==> src/rtl/saturn_pkg.sv <==
// rtl/saturn_pkg.sv - shared types and defaults for the Saturn PC / return-stack unit
//
// Contents:
//   jr_state_t         jump FSM state (JR_IDLE, JR_COLLECT)
//   SATURN_ADDR_W      default PC / stack-entry width
//   SATURN_RSTK_DEPTH  default return-stack depth
//   SATURN_NIB_MAX     default maximum offset nibbles per jump
package saturn_pkg;

  typedef enum logic [0:0] {
    JR_IDLE    = 1'b0,
    JR_COLLECT = 1'b1
  } jr_state_t;

  localparam int SATURN_ADDR_W     = 20;
  localparam int SATURN_RSTK_DEPTH = 8;
  localparam int SATURN_NIB_MAX    = 5;

endpackage

==> src/rtl/saturn_rstk_ring.sv <==
// rtl/saturn_rstk_ring.sv - circular return stack with saturating occupancy count
//
// Optional feature macro: SATURN_RSTK_DBG_EN (debug read path; tied to 0 when undefined)
//
// Ports:
//   clk, rst_n     clock, asynchronous active-low reset
//   push, pop      already qualified by the caller's active condition; never both
//   push_val       value written on push
//   pop_val        value a pop returns this cycle (0 when empty)
//   ptr, count     top-of-stack index and occupied entries
//   overflow       one-cycle pulse: push discarded the oldest entry
//   underflow      one-cycle pulse: pop found the stack empty
//   dbg_ptr        debug read index
//   dbg_val        combinational read of entry dbg_ptr
module saturn_rstk_ring
  import saturn_pkg::*;
#(
  parameter int ADDR_W = SATURN_ADDR_W,
  parameter int DEPTH  = SATURN_RSTK_DEPTH,
  localparam int PTR_W = $clog2(DEPTH),
  localparam int CNT_W = PTR_W + 1
) (
  input  logic              clk,
  input  logic              rst_n,
  input  logic              push,
  input  logic              pop,
  input  logic [ADDR_W-1:0] push_val,
  output logic [ADDR_W-1:0] pop_val,
  output logic [PTR_W-1:0]  ptr,
  output logic [CNT_W-1:0]  count,
  output logic              overflow,
  output logic              underflow,
  input  logic [PTR_W-1:0]  dbg_ptr,
  output logic [ADDR_W-1:0] dbg_val
);

  logic [ADDR_W-1:0] mem [DEPTH];
  logic [PTR_W-1:0]  ptr_inc;
  logic              full;

  assign ptr_inc = ptr + PTR_W'(1);
  assign full    = (count == CNT_W'(DEPTH));
  assign pop_val = (count != '0) ? mem[ptr] : '0;

  always_ff @(posedge clk or negedge rst_n) begin
    if (!rst_n) begin
      ptr       <= PTR_W'(DEPTH - 1);
      count     <= '0;
      overflow  <= 1'b0;
      underflow <= 1'b0;
      for (int i = 0; i < DEPTH; i++) mem[i] <= '0;
    end else begin
      // Pulses clear on every edge, enabled or not.
      overflow  <= 1'b0;
      underflow <= 1'b0;
      if (push) begin
        ptr          <= ptr_inc;
        mem[ptr_inc] <= push_val;
        // When full, the slot after the top is the oldest entry; it is overwritten.
        if (full) overflow <= 1'b1;
        else      count    <= count + CNT_W'(1);
      end else if (pop) begin
        if (count != '0) begin
          mem[ptr] <= '0;
          ptr      <= ptr - PTR_W'(1);
          count    <= count - CNT_W'(1);
        end else begin
          underflow <= 1'b1;
        end
      end
    end
  end

`ifdef SATURN_RSTK_DBG_EN
  assign dbg_val = mem[dbg_ptr];
`else
  logic unused_dbg;
  assign unused_dbg = ^dbg_ptr;
  assign dbg_val    = '0;
`endif

endmodule

==> src/rtl/saturn_jump_rstk.sv <==
// rtl/saturn_jump_rstk.sv - Saturn program counter, nibble-serial jump assembler and return stack
//
// Optional feature macro: SATURN_RSTK_DBG_EN (enables i_dbg_ptr / o_dbg_val read path)
//
// Ports:
//   i_clk, i_reset_n        clock, asynchronous active-low reset
//   i_clk_en, i_stall       a cycle is active when i_clk_en && !i_stall
//   i_inc_pc                advance PC by 1
//   i_jump_start            begin a jump (IDLE only) with i_jump_len/i_jump_rel/i_jump_push
//   i_nibble(_valid)        offset nibbles, least significant first
//   i_rtn                   pop return stack into PC
//   i_load_pc, i_load_addr  load PC
//   o_pc                    current PC
//   o_busy                  collecting offset nibbles
//   o_jump_done             one-cycle pulse after PC took the jump target
//   o_rstk_ptr/count        top-of-stack index and occupancy
//   o_overflow/underflow    one-cycle stack fault pulses
//   i_dbg_ptr, o_dbg_val    debug stack read (combinational)
module saturn_jump_rstk
  import saturn_pkg::*;
#(
  parameter int ADDR_W     = SATURN_ADDR_W,
  parameter int RSTK_DEPTH = SATURN_RSTK_DEPTH,
  parameter int NIB_MAX    = SATURN_NIB_MAX,
  localparam int LEN_W     = $clog2(NIB_MAX + 1),
  localparam int PTR_W     = $clog2(RSTK_DEPTH),
  localparam int CNT_W     = PTR_W + 1
) (
  input  logic              i_clk,
  input  logic              i_reset_n,
  input  logic              i_clk_en,
  input  logic              i_stall,
  input  logic              i_inc_pc,
  input  logic              i_jump_start,
  input  logic [LEN_W-1:0]  i_jump_len,
  input  logic              i_jump_rel,
  input  logic              i_jump_push,
  input  logic [3:0]        i_nibble,
  input  logic              i_nibble_valid,
  input  logic              i_rtn,
  input  logic              i_load_pc,
  input  logic [ADDR_W-1:0] i_load_addr,
  output logic [ADDR_W-1:0] o_pc,
  output logic              o_busy,
  output logic              o_jump_done,
  output logic [PTR_W-1:0]  o_rstk_ptr,
  output logic [CNT_W-1:0]  o_rstk_count,
  output logic              o_overflow,
  output logic              o_underflow,
  input  logic [PTR_W-1:0]  i_dbg_ptr,
  output logic [ADDR_W-1:0] o_dbg_val
);

  localparam int OFF_W = 4 * NIB_MAX;

  jr_state_t         state, state_next;
  logic [ADDR_W-1:0] pc;
  logic [ADDR_W-1:0] base;
  logic [ADDR_W-1:0] ret;
  logic [LEN_W-1:0]  len_q;
  logic              rel_q;
  logic              push_q;
  logic [LEN_W-1:0]  nib_cnt;
  logic [OFF_W-1:0]  offset;
  logic              jump_done;

  logic              active;
  logic              start;
  logic              final_nib;
  logic              do_pop;
  logic              do_push;
  logic [LEN_W-1:0]  len_in;
  logic [OFF_W-1:0]  off_next;
  logic [OFF_W-1:0]  off_ext;
  logic [ADDR_W-1:0] target;
  logic [ADDR_W-1:0] pop_val;

  assign active    = i_clk_en && !i_stall;
  assign start     = active && (state == JR_IDLE) && i_jump_start;
  assign final_nib = active && (state == JR_COLLECT) && i_nibble_valid &&
                     (nib_cnt == len_q - LEN_W'(1));
  assign do_pop    = active && (state == JR_IDLE) && !i_jump_start && i_rtn;
  assign do_push   = final_nib && push_q;

  // Out-of-range lengths are clamped so the nibble counter always reaches len-1
  // inside the offset register.
  always_comb begin
    len_in = i_jump_len;
    if (i_jump_len == '0)                  len_in = LEN_W'(1);
    else if (i_jump_len > LEN_W'(NIB_MAX)) len_in = LEN_W'(NIB_MAX);
  end

  // Offset including the nibble arriving this cycle, so the final-nibble edge
  // can load the target directly.
  always_comb begin
    off_next = offset;
    off_next[4*int'(nib_cnt) +: 4] = i_nibble;
  end

  // Sign-extend from bit 4*len-1 for relative jumps.
  always_comb begin
    off_ext = '0;
    for (int b = 0; b < OFF_W; b++) begin
      off_ext[b] = (b < 4*int'(len_q)) ? off_next[b] : off_next[4*int'(len_q)-1];
    end
  end

  assign target = rel_q ? (base + off_ext[ADDR_W-1:0]) : off_next[ADDR_W-1:0];

  always_comb begin
    state_next = state;
    case (state)
      JR_IDLE:    if (start)     state_next = JR_COLLECT;
      JR_COLLECT: if (final_nib) state_next = JR_IDLE;
      default:                   state_next = JR_IDLE;
    endcase
  end

  always_ff @(posedge i_clk or negedge i_reset_n) begin
    if (!i_reset_n) state <= JR_IDLE;
    else if (active) state <= state_next;
  end

  always_ff @(posedge i_clk or negedge i_reset_n) begin
    if (!i_reset_n) begin
      pc        <= '0;
      base      <= '0;
      ret       <= '0;
      len_q     <= LEN_W'(1);
      rel_q     <= 1'b0;
      push_q    <= 1'b0;
      nib_cnt   <= '0;
      offset    <= '0;
      jump_done <= 1'b0;
    end else begin
      jump_done <= 1'b0;
      if (active) begin
        if (state == JR_IDLE) begin
          if (i_jump_start) begin
            len_q   <= len_in;
            rel_q   <= i_jump_rel;
            push_q  <= i_jump_push;
            base    <= pc;
            ret     <= pc + ADDR_W'(len_in);
            nib_cnt <= '0;
            offset  <= '0;
          end else if (i_rtn) begin
            pc <= pop_val;
          end else if (i_load_pc) begin
            pc <= i_load_addr;
          end else if (i_inc_pc) begin
            pc <= pc + ADDR_W'(1);
          end
        end else begin
          if (i_nibble_valid) begin
            offset  <= off_next;
            nib_cnt <= nib_cnt + LEN_W'(1);
          end
          if (final_nib) begin
            pc        <= target;
            jump_done <= 1'b1;
          end else if (i_inc_pc) begin
            pc <= pc + ADDR_W'(1);
          end
        end
      end
    end
  end

  saturn_rstk_ring #(
    .ADDR_W (ADDR_W),
    .DEPTH  (RSTK_DEPTH)
  ) u_ring (
    .clk       (i_clk),
    .rst_n     (i_reset_n),
    .push      (do_push),
    .pop       (do_pop),
    .push_val  (ret),
    .pop_val   (pop_val),
    .ptr       (o_rstk_ptr),
    .count     (o_rstk_count),
    .overflow  (o_overflow),
    .underflow (o_underflow),
    .dbg_ptr   (i_dbg_ptr),
    .dbg_val   (o_dbg_val)
  );

  assign o_pc        = pc;
  assign o_busy      = (state == JR_COLLECT);
  assign o_jump_done = jump_done;

endmodule

==> config.mk <==
export PLATFORM = sky130hd
export DESIGN_NAME = saturn_jump_rstk
export DESIGN_NICKNAME = d
export VERILOG_FILES = /design/src/rtl/saturn_pkg.sv /design/src/rtl/saturn_rstk_ring.sv /design/src/rtl/saturn_jump_rstk.sv
export SDC_FILE = /design/constraint.sdc
export NUM_CORES = 1
export LEC_CHECK = 0
export ABC_AREA = 1
export BUFFER_PORTS_ARGS = -buffer_cell sky130_fd_sc_hd__buf_4
export CAP_MARGIN = 20
export CORE_MARGIN = 4
export CORE_UTILIZATION = 60
export CTS_BUF_LIST = sky130_fd_sc_hd__clkbuf_16
export DETAILED_ROUTE_END_ITERATION = 8
export GPL_ROUTABILITY_DRIVEN = 0
export PLACE_DENSITY = 0.79
export SLEW_MARGIN = 10
export SYNTH_ARGS = -nofsm -noshare
export SYNTH_HDL_FRONTEND = slang
export SYNTH_SLANG_ARGS = --single-unit
==> constraint.sdc <==
create_clock -name i_clk -period 10.1 [get_ports i_clk]
set_clock_uncertainty 0.1 [all_clocks]
set_input_delay 2.525 -clock i_clk [delete_from_list [all_inputs] [get_ports i_clk]]
set_output_delay 2.525 -clock i_clk [all_outputs]
set_load 0.1 [all_outputs]
==> results.cfg <==
[run_status]
status = finished clean

[clock_network]
htreeDepth = 1
cts.sinks = 259
clk_path_buf_depth = 3
ctsHoldBuffers = 0
cts_tree = done
post_cts_buffers = 0
clk_pin_slew_ns = 0.06
clk-insertion-delay-late_ns = 0.56
numCtsBuffers = 27
cts_resized = 0
cts-root-buf = clkbuf_16

[detailed_routing]
drt-pass1-iter-count = 6
drt-met1-wl_um = 16800
avgRoutedWirePerCell_um = 21.0
viasPerCell = 6.25
drtIter0Drc = 1506
ant_nets = 0
route.met3.wl_um = 4610
routed-wl-met2_um = 20800
via_count = 13300
route.detailed.drc = 0
maxUsedRoutingLayer = met4
wirelength_um = 44800

[hold_path]
hold_path.class = register to register
worstHoldEndpoint = ret[4]
worst_hold_path.num_cells = 2
min-delay-start = ret[4]

[worst_setup_path]
crit_path_end_kind = register
reg2reg_to = o_pc[16]
path_common_cell = buf_4
rrSetupSlack_ns = 4.96
crit_type = primary input to register
r2r-start = nib_cnt[0]
cpPeakStageDelay_ns = 0.61
rr_worst_depth = 27
crit_fanout = 30
path_cells = buf_4, nor2_1, inv_2, nor2_1, nand2_1, buf_4, inv_2, nand3_2, inv_2, nand2_4, clkinv_2, nand4_1, buf_4, o21ai_1, buf_4, o22ai_1
startpoint_type = primary input
cp_data_arrival_time_ns = 6.17
critPathSlowestCell = o21ai_1
cp.required_ns = 10.42

[final_layout]
drive_gt1_share_pct = 9.53
syn_to_final_growth_pct = 11.0
final_nets = 1872
antenna_cells = 0
fin_util_pct = 67.5
fin_area_um2 = 15800

[die]
initial_core_util_pct = 60.8
num_io_pins = 92
num_rows = 56
fp.coreArea_um2 = 23500
fp.dieArea_um2 = 26300
fp.dieW_um = 162
die-height_um = 162

[global_routing]
grt_pass1_vias = 13100
antenna_found_initial = 1
grt_pass1_wl_um = 70200
grt_use_total_pct = 33.6
grt_max_degree = 131
globalRoute.totalOverflow = 0

[logic_synthesis]
synth_ff_type = dfrtp_1
yosys_warnings = 0
synthDistinctLibCells = 56
yosysSeqAreaShare_pct = 45.4
ys_seq_elements = 259
avgSynthCellArea_um2 = 8.12
syn_inst = 1757
synth-async-reset-ratio_pct = 100
synth.cell_area_um2 = 14300
synth_enable_flop_cells = 0

[timing]
hold_slack_ns = 0.391
slew_headroom_pct = 26.9
fmax_mhz = 171
layout_worst_path_cycle_share_pct = 57.9
slew_viol_final = 0
hold_viol_final = 0
rsz0062_at_grt = false
min_period_ns = 5.84
setup_tns_ns = 0
max_slew.worst_pin.slew_ns = 1.09
setup-violations-final = 0

[placement]
place.detailed.hpwl_um = 29700
dpl_cell_area_um2 = 14900
io_buffers = 68

[pwr]
power_density_nw_per_um2 = 365
p_total_uw = 5780
vdd_drop_max_v = 0.000346
leakage_uw = 0.00804

[job]
drv_cap = 0
-- cells by family (layout without fill, tap and decap cells) --
group / Yosys count / count (layout) / share of synthesized area [%]
compound gates: 526 / 526 / 22.0
simple gates: 461 / 461 / 14.2
buf+inv: 430 / 469 / 12.3
flops: 259 / 259 / 45.4
xor+xnor: 38 / 38 / 2.33
fa+ha+maj: 36 / 36 / 3.31
mux: 6 / 6 / 0.429
other cells: 1 / 20 / 0.0263
-- critical path, delay by kind of cell --
kind / cells / cell delay [ns]
AND/OR/NAND/NOR: 6 / 1.05
AO/OA/AOI/OAI: 2 / 0.70
buffers and inverters: 8 / 1.86
-- layer usage --
layer | track usage [%] | vias up
met1 | 43.2 | 6327
met3 | 6.83 | 199
met2 | 53.5 | 818
met4 | 18.5 | 0
met5 | 0 | -
li1 | - | 5998
-- how the worst max path moves through the flow --
stage               slack, ns  cells after the start              to        start
floorplan                4.92                     26        o_pc[16]  i_nibble[3]
global placement         3.93                     16  u_ring.mem[46]      i_stall
detailed placement       3.82                     16  u_ring.mem[46]      i_stall
CTS                      4.41                     16  u_ring.mem[46]      i_stall
global route             4.15                     16  u_ring.mem[42]      i_stall
finish                   4.26                     16  u_ring.mem[59]      i_stall
-- area by class of cell --
cell class                 count  area, um^2
clock buffer                  27         676
timing repair buffer          92         722
multi-input combinational   1087        6120
fill                        1877        7630
clock inverter                22         215
sequential                   259        6490
inverter                     328        1230
tap                          319         399
-- cell usage after synthesis, drive strengths merged (2+ instances only) --
| master | instances | share of area, % |
|---|---|---|
| dfstp | 4 | 0.74 |
| a31oi | 4 | 0.18 |
| buf | 61 | 2.6 |
| clkinv | 17 | 0.46 |
| nor2 | 103 | 2.9 |
| clkbuf | 41 | 1.1 |
| a221oi | 2 | 0.12 |
| o211ai | 16 | 0.84 |
| o21ai | 136 | 4.8 |
| nor3 | 16 | 0.67 |
| or2 | 3 | 0.13 |
| nor4 | 3 | 0.18 |
| o2111ai | 3 | 0.18 |
| o41ai | 13 | 0.80 |
| o31ai | 5 | 0.26 |
| o21bai | 5 | 0.26 |
| nand4 | 19 | 0.83 |
| inv | 311 | 8.2 |
| o221ai | 7 | 0.43 |
| xnor2 | 10 | 0.61 |
| ha | 33 | 2.9 |
| dfrtp | 255 | 45 |
| a21oi | 87 | 3.1 |
| fa | 3 | 0.42 |
| xor2 | 28 | 1.7 |
| a22oi | 13 | 0.68 |
| a21boi | 3 | 0.16 |
| mux2i | 5 | 0.35 |
| o22ai | 227 | 9.9 |
| nand2 | 241 | 6.5 |
| nand3 | 73 | 2.9 |
| o21a | 2 | 0.11 |
-- per-stage QoR --
| stage | setup slack [ns] | cells |
|---|---|---|
| after floorplan | 4.92 | 1776 |
| after global placement | 3.93 | 2083 |
| after detailed placement | 3.82 | 2084 |
| after CTS | 4.41 | 2133 |
| after global routing | 4.15 | 2134 |
| final | 4.26 | 2134 |
-- state kept, by name (all words and copies together) (netlist names), 4 cells and up --
signal,cells
base,20
o_pc,20
offset,20
ret,20
u_ring.count,4
u_ring.mem,160
-- cell usage in the layout, fill, tap and decap left out, types with 4 or more instances in the layout --
cell,n
o21ai_0,123
clkbuf_16,27
ha_1,33
conb_1,20
nand2_1,234
dfstp_2,4
clkinv_2,4
inv_1,304
a22oi_1,13
buf_4,89
xnor2_1,10
o211ai_1,16
nor3_1,13
o21bai_1,5
nand4_1,19
o31ai_1,5
nand2_2,5
o22ai_1,227
o21ai_1,13
inv_2,13
nand3_2,9
mux2i_1,5
xor2_1,28
nand3_1,64
nor2_1,98
a31oi_1,4
a21oi_1,87
clkinv_1,22
o41ai_1,13
dfrtp_1,255
o221ai_1,7
bufinv_16,4
-- power by group --
group | total (uW) | internal [uW] | leakage, uW | switching, uW
logic | 3120 | 941 | 0.00486 | 2180
registers | 1640 | 1370 | 0.00272 | 268
clock network | 1020 | 589 | 0.000452 | 432
(Power assumes the default switching activity.)
